==> src/rtl/pipe_pkg.sv <==
// Shared pipeline definitions: control-bit positions and common widths.
// Latency: n/a (types and constants only).
// Backpressure: n/a.
package pipe_pkg;

  localparam int CTRL_W = 9;

  // Bit positions inside the 9-bit decode control bundle
  localparam int CB_REG_DST   = 8;
  localparam int CB_ALU_SRC   = 7;
  localparam int CB_MEM_TO_REG = 6;
  localparam int CB_REG_WRITE = 5;
  localparam int CB_MEM_READ  = 4;
  localparam int CB_MEM_WRITE = 3;
  localparam int CB_BRANCH    = 2;
  localparam int CB_ALU_OP_HI = 1;
  localparam int CB_ALU_OP_LO = 0;

  localparam logic [4:0] REG_ZERO = 5'd0;

endpackage

==> src/rtl/id_ex_reg_if.sv <==
// ID/EX bundle: decode-side fields in, EX-side registered copies out.
// Latency: wires only; the register itself lives in id_ex_reg.
// Backpressure: hold freezes EX, stall_id freezes PC and IF/ID.
interface id_ex_if
  import pipe_pkg::*;
#(
  parameter int CNT_W = 16
);

  // Decode side
  logic              id_valid;
  logic [CTRL_W-1:0] id_control_bits;
  logic [31:0]       id_npc;
  logic [31:0]       id_reg_rs;
  logic [31:0]       id_reg_rt;
  logic [31:0]       id_sign_ext;
  logic [4:0]        id_rs;
  logic [4:0]        id_rt;
  logic [4:0]        id_rd;
  logic              flush;
  logic              hold;

  // Execute side
  logic              ex_valid;
  logic [CTRL_W-1:0] ex_control_bits;
  logic [31:0]       ex_npc;
  logic [31:0]       ex_reg_rs;
  logic [31:0]       ex_reg_rt;
  logic [31:0]       ex_sign_ext;
  logic [4:0]        ex_rt;
  logic [4:0]        ex_rd;
  logic              stall_id;
  logic [CNT_W-1:0]  bubble_count;

  modport master (
    output id_valid, id_control_bits, id_npc, id_reg_rs, id_reg_rt, id_sign_ext,
           id_rs, id_rt, id_rd, flush, hold,
    input  ex_valid, ex_control_bits, ex_npc, ex_reg_rs, ex_reg_rt, ex_sign_ext,
           ex_rt, ex_rd, stall_id, bubble_count
  );

  modport slave (
    input  id_valid, id_control_bits, id_npc, id_reg_rs, id_reg_rt, id_sign_ext,
           id_rs, id_rt, id_rd, flush, hold,
    output ex_valid, ex_control_bits, ex_npc, ex_reg_rs, ex_reg_rt, ex_sign_ext,
           ex_rt, ex_rd, stall_id, bubble_count
  );

endinterface

==> src/rtl/id_ex_reg_load_use_detect.sv <==
// Load-use hazard detector: a load in EX whose destination is read by the instruction in ID.
// Latency: purely combinational.
// Backpressure: none; its output feeds the bubble/stall decision in id_ex_reg.
module load_use_detect
  import pipe_pkg::*;
(
  input  logic       ex_valid,
  input  logic       ex_mem_read,
  input  logic [4:0] ex_rt,
  input  logic       id_valid,
  input  logic       id_reg_dst,
  input  logic       id_mem_write,
  input  logic       id_branch,
  input  logic [4:0] id_rs,
  input  logic [4:0] id_rt,
  output logic       load_use
);

  logic uses_rt;
  logic rs_match;
  logic rt_match;

  // R-type, store and branch read rt as a source; immediates only write it
  assign uses_rt  = id_reg_dst | id_mem_write | id_branch;
  assign rs_match = (ex_rt == id_rs);
  assign rt_match = (ex_rt == id_rt) & uses_rt;

  // $zero is never a real dependency
  assign load_use = ex_valid & ex_mem_read & id_valid & (ex_rt != REG_ZERO)
                  & (rs_match | rt_match);

endmodule

==> src/rtl/id_ex_reg.sv <==
// ID/EX pipeline register with flush/load-use bubbles; ID_EX_HAZARD_EN enables hazard logic.
// Latency: 1 cycle id_* -> ex_*; stall_id is combinational in the same cycle.
// Backpressure: hold freezes contents and stalls ID; a load-use hazard stalls ID one cycle.
module id_ex_reg
  import pipe_pkg::*;
#(
  parameter int CNT_W = 16
) (
  input logic   clk,
  input logic   rst,
  id_ex_if.slave bus
);

  logic              ex_valid_q;
  logic [CTRL_W-1:0] ctrl_q;
  logic [31:0]       npc_q;
  logic [31:0]       reg_rs_q;
  logic [31:0]       reg_rt_q;
  logic [31:0]       sext_q;
  logic [4:0]        rt_q;
  logic [4:0]        rd_q;
  logic              load_use;

`ifdef ID_EX_HAZARD_EN
  logic [CNT_W-1:0] bubble_cnt_q;

  load_use_detect u_load_use_detect (
    .ex_valid     (ex_valid_q),
    .ex_mem_read  (ctrl_q[CB_MEM_READ]),
    .ex_rt        (rt_q),
    .id_valid     (bus.id_valid),
    .id_reg_dst   (bus.id_control_bits[CB_REG_DST]),
    .id_mem_write (bus.id_control_bits[CB_MEM_WRITE]),
    .id_branch    (bus.id_control_bits[CB_BRANCH]),
    .id_rs        (bus.id_rs),
    .id_rt        (bus.id_rt),
    .load_use     (load_use)
  );

  // Count only bubbles that actually get inserted; flush and hold take precedence
  always_ff @(posedge clk or posedge rst) begin
    if (rst) begin
      bubble_cnt_q <= '0;
    end else if (load_use && !bus.flush && !bus.hold && (bubble_cnt_q != '1)) begin
      bubble_cnt_q <= bubble_cnt_q + 1'b1;
    end
  end

  assign bus.bubble_count = bubble_cnt_q;
`else
  // rs is only needed for hazard compare; sink it so the default build stays warning-free
  logic unused_id_rs;
  assign unused_id_rs     = ^bus.id_rs;
  assign load_use         = 1'b0;
  assign bus.bubble_count = '0;
`endif

  // Pipeline register: flush > hold > load-use bubble > normal load
  always_ff @(posedge clk or posedge rst) begin
    if (rst) begin
      ex_valid_q <= 1'b0;
      ctrl_q     <= '0;
      npc_q      <= '0;
      reg_rs_q   <= '0;
      reg_rt_q   <= '0;
      sext_q     <= '0;
      rt_q       <= '0;
      rd_q       <= '0;
    end else if (bus.flush || (!bus.hold && load_use)) begin
      ex_valid_q <= 1'b0;
      ctrl_q     <= '0;
      npc_q      <= '0;
      reg_rs_q   <= '0;
      reg_rt_q   <= '0;
      sext_q     <= '0;
      rt_q       <= '0;
      rd_q       <= '0;
    end else if (!bus.hold) begin
      ex_valid_q <= bus.id_valid;
      // An empty slot must never carry side-effecting control
      ctrl_q     <= bus.id_valid ? bus.id_control_bits : '0;
      npc_q      <= bus.id_npc;
      reg_rs_q   <= bus.id_reg_rs;
      reg_rt_q   <= bus.id_reg_rt;
      sext_q     <= bus.id_sign_ext;
      rt_q       <= bus.id_rt;
      rd_q       <= bus.id_rd;
    end
  end

  // A flush kills the ID instruction anyway, so it does not need to be stalled
  assign bus.stall_id = bus.hold | (load_use & ~bus.flush);

  assign bus.ex_valid        = ex_valid_q;
  assign bus.ex_control_bits = ctrl_q;
  assign bus.ex_npc          = npc_q;
  assign bus.ex_reg_rs       = reg_rs_q;
  assign bus.ex_reg_rt       = reg_rt_q;
  assign bus.ex_sign_ext     = sext_q;
  assign bus.ex_rt           = rt_q;
  assign bus.ex_rd           = rd_q;

endmodule
==> src/flat_wrapper.sv <==
// flat-port wrapper written by rule: the top's interface ports become plain ports
module id_ex_reg_flat import pipe_pkg::*;
#(
  parameter int CNT_W = 16
)
  (clk, rst, bus_id_valid, bus_id_control_bits, bus_id_npc, bus_id_reg_rs, bus_id_reg_rt, bus_id_sign_ext, bus_id_rs, bus_id_rt, bus_id_rd, bus_flush, bus_hold, bus_ex_valid, bus_ex_control_bits, bus_ex_npc, bus_ex_reg_rs, bus_ex_reg_rt, bus_ex_sign_ext, bus_ex_rt, bus_ex_rd, bus_stall_id, bus_bubble_count);
  id_ex_if #(.CNT_W(CNT_W)) bus_i ();
  input logic clk;
  input logic rst;
  input wire logic [$bits(bus_i.id_valid)-1:0] bus_id_valid;
  input wire logic [$bits(bus_i.id_control_bits)-1:0] bus_id_control_bits;
  input wire logic [$bits(bus_i.id_npc)-1:0] bus_id_npc;
  input wire logic [$bits(bus_i.id_reg_rs)-1:0] bus_id_reg_rs;
  input wire logic [$bits(bus_i.id_reg_rt)-1:0] bus_id_reg_rt;
  input wire logic [$bits(bus_i.id_sign_ext)-1:0] bus_id_sign_ext;
  input wire logic [$bits(bus_i.id_rs)-1:0] bus_id_rs;
  input wire logic [$bits(bus_i.id_rt)-1:0] bus_id_rt;
  input wire logic [$bits(bus_i.id_rd)-1:0] bus_id_rd;
  input wire logic [$bits(bus_i.flush)-1:0] bus_flush;
  input wire logic [$bits(bus_i.hold)-1:0] bus_hold;
  output wire logic [$bits(bus_i.ex_valid)-1:0] bus_ex_valid;
  output wire logic [$bits(bus_i.ex_control_bits)-1:0] bus_ex_control_bits;
  output wire logic [$bits(bus_i.ex_npc)-1:0] bus_ex_npc;
  output wire logic [$bits(bus_i.ex_reg_rs)-1:0] bus_ex_reg_rs;
  output wire logic [$bits(bus_i.ex_reg_rt)-1:0] bus_ex_reg_rt;
  output wire logic [$bits(bus_i.ex_sign_ext)-1:0] bus_ex_sign_ext;
  output wire logic [$bits(bus_i.ex_rt)-1:0] bus_ex_rt;
  output wire logic [$bits(bus_i.ex_rd)-1:0] bus_ex_rd;
  output wire logic [$bits(bus_i.stall_id)-1:0] bus_stall_id;
  output wire logic [$bits(bus_i.bubble_count)-1:0] bus_bubble_count;
  assign bus_i.id_valid = bus_id_valid;
  assign bus_i.id_control_bits = bus_id_control_bits;
  assign bus_i.id_npc = bus_id_npc;
  assign bus_i.id_reg_rs = bus_id_reg_rs;
  assign bus_i.id_reg_rt = bus_id_reg_rt;
  assign bus_i.id_sign_ext = bus_id_sign_ext;
  assign bus_i.id_rs = bus_id_rs;
  assign bus_i.id_rt = bus_id_rt;
  assign bus_i.id_rd = bus_id_rd;
  assign bus_i.flush = bus_flush;
  assign bus_i.hold = bus_hold;
  assign bus_ex_valid = bus_i.ex_valid;
  assign bus_ex_control_bits = bus_i.ex_control_bits;
  assign bus_ex_npc = bus_i.ex_npc;
  assign bus_ex_reg_rs = bus_i.ex_reg_rs;
  assign bus_ex_reg_rt = bus_i.ex_reg_rt;
  assign bus_ex_sign_ext = bus_i.ex_sign_ext;
  assign bus_ex_rt = bus_i.ex_rt;
  assign bus_ex_rd = bus_i.ex_rd;
  assign bus_stall_id = bus_i.stall_id;
  assign bus_bubble_count = bus_i.bubble_count;
  id_ex_reg #(.CNT_W(CNT_W)) u_core (.clk(clk), .rst(rst), .bus(bus_i));
endmodule
==> config.mk <==
export PLATFORM = sky130hd
export DESIGN_NAME = id_ex_reg_flat
export DESIGN_NICKNAME = d
export VERILOG_FILES = /design/src/rtl/pipe_pkg.sv /design/src/rtl/id_ex_reg_if.sv /design/src/rtl/id_ex_reg_load_use_detect.sv /design/src/rtl/id_ex_reg.sv /design/src/flat_wrapper.sv
export SDC_FILE = /design/constraint.sdc
export NUM_CORES = 1
export LEC_CHECK = 0
export CORE_AREA = 2 2 127 129
export DETAILED_ROUTE_END_ITERATION = 7
export DIE_AREA = 0 0 129 131
export PLACE_DENSITY = 0.87
export SLEW_MARGIN = 10
export SYNTH_ARGS = -nofsm -noshare
export SYNTH_HDL_FRONTEND = slang
export SYNTH_SLANG_ARGS = --single-unit
==> constraint.sdc <==
create_clock -name clk -period 7.1 [get_ports clk]
set_input_delay 1.42 -clock clk [delete_from_list [all_inputs] [get_ports clk]]
set_output_delay 1.42 -clock clk [all_outputs]
set_load 0.01 [all_outputs]
; ---- Word-level counts from Yosys, hierarchy flattened
; Index checks and enable logic that the tools add are counted.
[classes]
n_eq_ne = 1
n_mux = 17
[op_table]
columns = operator, n
row1 = two-way mux 32 bit, 8
row2 = two-way mux 9 bit, 3
row3 = two-way mux 5 bit, 4
row4 = two-way mux 1 bit, 2
row5 = != test 2 bit (second input constant), 1
[word_totals]
inputBits = 157
regBits = 148
elab_cells = 26
output_inout_bits = 165

; ---- Depth between registers and ports, before layout
[logic_depth]
word_depth = 3
ltp_mapped = 5
ltp_nobuf = 2

; ---- Worst setup path after synthesis
; No wires, ideal clock.
[synth_timing]
kind = in2out
start = input port bus_hold
end = output port bus_stall_id
path_buffers = 1
required_ps = 5680
stages = 1
t_arrival_ps = 1539
slack_ps = 4141
cell_sequence = buf_4
[synth_lines]
columns = item, line
row1 = from (decl), flat_wrapper.sv:20  ; input wire logic [$bits(bus_i.hold)-1:0] bus_hold;
row2 = to (decl), flat_wrapper.sv:29  ; output wire logic [$bits(bus_i.stall_id)-1:0] bus_stall_id;
; No word-level cell between the ends.

; ---- Worst setup path after layout
[layout_timing]
start = input port bus_hold
end = output port bus_stall_id
; No word-level cell between the ends.

==> summary by stage <==
Floorplanning
The count of pins on the block boundary is 322. The width of the die is 129 µm. Row generation in the floorplan step produced 46 rows.

The floorplan step defined a die boundary enclosing approximately 0.017 mm². The vertical die dimension is between 100 and 150 µm. The initial utilization of the core area, before any placement, comes to 0.3940. The core region is about 0.016 mm².

Synth
A synthesized cell averages about 13 µm². The count of cell types in the netlist is 15. After synthesis, the cell types taking the most area are sky130_fd_sc_hd__dfrtp_1 (60%), sky130_fd_sc_hd__mux2i_1 (23%), sky130_fd_sc_hd__nor2_1 (8.5%). The Yosys warning count is 0.

The most area-hungry cell type in the Yosys netlist is sky130_fd_sc_hd__dfrtp_1. The register area share after synthesis is 0.6027. The synthesized netlist occupies a cell area of 0.006145 mm².

The number of storage elements in the synthesis netlist is approximately 150. Counting every instance in the synthesized netlist gives roughly 490. The share of synthesized area in the top cell type comes to 0.6027.

Detailed routing
The count of nets left with antenna violations once routing finished came out at 0. In the routed design, unresolved DRC markers number 0. After the first detailed-routing iteration, the DRC count stood at 156. After detailed routing, the number of vias per cell comes to between 4 and 5. The vias after detailed routing is between 4k and 5k. The final layout contains routed wiring with a total length of about 16000 µm. The first-pass detailed-route iteration total is 4.

In the final routed layout, each cell accounts on average for between 15 and 20 µm.

STA
The relative slew slack is 0.3847. The number of endpoints with negative hold slack in the final report is 0. The final setup skew is 0 ns. The transition time at the pin with the least slew margin is a little over 0.9 ns. The worst hold-check slack is 0.4897 ns. Static timing analysis puts the maximum clock frequency at between 200 and 300 MHz. The max-slew violation count is 0.

The share of the clock period used by the worst path after layout is 0.5459. Setup total negative slack on the finished layout was measured at 0 ns. The number of failing setup endpoints in the final timing report is 0. The final critical delay including setup and external delays is 3.876 ns. Setup repair after global routing left no endpoint under its margin.

Power and ir drop
The relative contribution of combinational cells to total power is 0.155. The static leakage is 4.581 nW. The maximum vdd drop is 0.0001418 V.

Of the total power, registers draw 0.416. The switching share of power is 0.2324. The switching power summed over all nets is between 0.0005 and 0.0006 W. The internal power is between 0.0015 and 0.002 W.

The power per cell area is about 230 mW/mm². The part of the total power dissipated in the clock network is 0.429.

Layout
The layout cell share with drive strength beyond 1 is 0.04810. The finished layout holds ~1k standard cells, fillers aside. The post-layout net count is slightly above 900. The finished cells cover 0.009714 mm². The most common cell after layout, fill and taps aside is sky130_fd_sc_hd__clkdlybuf4s50_1. The area added between synthesis and finish is 58.09%. The top cell types in the final layout, fill and taps aside, are sky130_fd_sc_hd__clkdlybuf4s50_1 (298), sky130_fd_sc_hd__dfrtp_1 (148), sky130_fd_sc_hd__mux2i_1 (139), sky130_fd_sc_hd__nor2_1 (139), sky130_fd_sc_hd__clkbuf_16 (17). For this run, the share of the core covered by cells in the final layout is 0.6228.

The antenna diode instance count is 0.

CTS
In this run the post-CTS setup repair buffer count came out at 0. The CTS H-tree depth is 4. The TritonCTS clock tree is done. The CTS buffer count is 17. After clock tree synthesis, the flow added hold-fix buffers numbering 0.

The number of sinks handled by clock tree synthesis is between 100 and 150. Clock-pin slew was measured on the worst setup and hold paths at ~0.060 ns. In this run the clock root is driven by a sky130_fd_sc_hd__clkbuf_16. The number of gates resized after CTS was 0. The clock reaches the later pin of the worst-skew pair after between 0.4 and 0.5 ns. In this run the deepest clock path goes through 2 buffers.

Setup path
On the critical path, the stage with the largest delay is an instance of sky130_fd_sc_hd__clkdlybuf4s50_1. The type of the worst setup path is input pin to output port. The worst setup path is launched from an input pin. The start point of the critical path is bus_hold. The capturing element type of the critical path is an output port. The signal on the critical path passes through clkbuf_8, clkdlybuf4s50_1. The longest individual stage delay on the worst path is ~0.63 ns. The critical path data required time is approximately 5.7 ns.

The data arrival time of the worst path is roughly 2.5 ns. The cell type group with the largest total delay on the critical path is buffers and inverters. Counting both buffers and inverters, the worst setup path holds a total of 2. Along the worst path, the maximum fanout reaches 45. The startpoint identified for the worst register-to-register timing path is u_core.bus.ex_reg_rs[28]$_DFFE_PP0P_.

Global route
The met3 capacity usage during global routing is 0.07085. The global-route congestion overflow total is 0. After global routing, the most crowded layer is met2.

The met1 demand-to-capacity share in global routing is 0.2251. The wire length of the first global-routing pass is 24150 µm. Across every metal layer, demand over resource in global routing totals 0.1843. The number of antenna violations at the first check in global routing was 0. The via count of the first global-routing pass is ~4.6k. The met2 track utilization from global routing is 0.2929. The maximum number of pins on one net before global-route repair is 96.

Placed design
Summing all placed instances gives a cell area of ~0.009 mm². After legalization and detailed placement, the total HPWL measured roughly 11000 µm. At the end of routability-driven placement, the weighted congestion stood at between 0.7 and 0.8. The count of placed standard cells including taps is a little under 1k. The count of port buffers added during placement is 300.

Outcome
The run finished with clean final reports.

Hold path
The type of the most critical hold path is flip-flop to flip-flop. The worst hold path begins at u_core.bus.ex_control_bits[7]$_DFFE_PP0P_.

Job
The reported max-cap violation count is 0.
-- layer usage --
metal  routed length (µm)  vias up
li1                     -     2177
met3                 1552       22
met1                 6445     2191
met4                  333        0
met5                    0        -
met2                 7683      218
-- cell families (layout without fill, tap and decap cells) --
kind of cell / count (synthesis) / after routing / synth area share
AO/OA/AOI/OAI: 9 / 9 / 0.01466
other: 1 / 16 / 0.0006103
AND/OR/NAND/NOR: 141 / 141 / 0.08695
buffers and inverters: 53 / 337 / 0.06862
multiplexers: 139 / 139 / 0.2264
flip-flops: 148 / 148 / 0.6027
-- sequential cells by signal, indices dropped and copies added (netlist names) --
register	cells
u_core.bus.ex_reg_rs	32
u_core.bus.ex_npc	32
u_core.bus.ex_reg_rt	32
u_core.bus.ex_control_bits	9
u_core.bus.ex_rd	5
u_core.bus.ex_rt	5
u_core.bus.ex_sign_ext	32
u_core.bus.ex_valid	1
-- per-stage QoR --
| stage | setup slack [ns] | power (W) |
|---|---|---|
| after floorplan | 1.700 | 0.001083 |
| after global placement | 3.200 | 0.001266 |
| after detailed placement | 3.204 | 0.001273 |
| after CTS | 3.199 | 0.002227 |
| after global routing | 3.175 | 0.002294 |
| final | 3.224 | 0.002197 |
-- power groups by stage --
stage          logic (W)  clock network (W)  registers, W
5_1_grt         0.000368            0.00101      0.000920
3_3_place_gp    0.000339                  0      0.000927
2_1_floorplan   0.000132                  0      0.000951
4_1_cts         0.000345           0.000968      0.000915
6_report        0.000340           0.000943      0.000915
3_5_place_dp    0.000343                  0      0.000930
-- cell usage after synthesis --
cell type,instances
sky130_fd_sc_hd__a32o_1,9
sky130_fd_sc_hd__inv_2,1
sky130_fd_sc_hd__buf_1,3
sky130_fd_sc_hd__mux2i_1,139
sky130_fd_sc_hd__nor2b_1,2
sky130_fd_sc_hd__clkbuf_1,9
sky130_fd_sc_hd__nor2_1,139
sky130_fd_sc_hd__inv_1,1
sky130_fd_sc_hd__dfrtp_1,148
sky130_fd_sc_hd__buf_2,6
sky130_fd_sc_hd__buf_8,10
sky130_fd_sc_hd__conb_1,1
sky130_fd_sc_hd__buf_6,1
sky130_fd_sc_hd__buf_12,1
sky130_fd_sc_hd__buf_4,21
-- layout make-up --
cell class                      instances  area [µm²]
Tap cell                              216       270.3
Fill cell                            1246        5883
Inverter                                2       12.51
Multi-Input combinational cell        305        2076
Sequential cell                       148        3704
Clock buffer                           19       442.9
Timing Repair Buffer                  304        3034
Clock inverter                         12       175.2
-- final timing paths --
path	slack, ns	cells after the start	end
hold / removal	0.49	1	u_core.bus.ex_control_bits[7]$_DFFE_PP0P_
min in group asynchronous	1.58	2	u_core.bus.ex_npc[21]$_DFFE_PP0P_
max in group asynchronous	4.23	3	u_core.bus.ex_rt[4]$_DFFE_PP0P_
hold reg to reg	0.49	1	u_core.bus.ex_control_bits[7]$_DFFE_PP0P_
setup / recovery	3.22	2	bus_stall_id
setup reg to reg	6.32	2	u_core.bus.ex_reg_rs[28]$_DFFE_PP0P_
-- worst reg2reg max path: stages (launching register included) --
cell and delay [ns]:
sky130_fd_sc_hd__dfrtp_1 0.39, sky130_fd_sc_hd__mux2i_1 0.19, sky130_fd_sc_hd__nor2_1 0.06
Note: power is estimated with default switching activity, not from simulation.
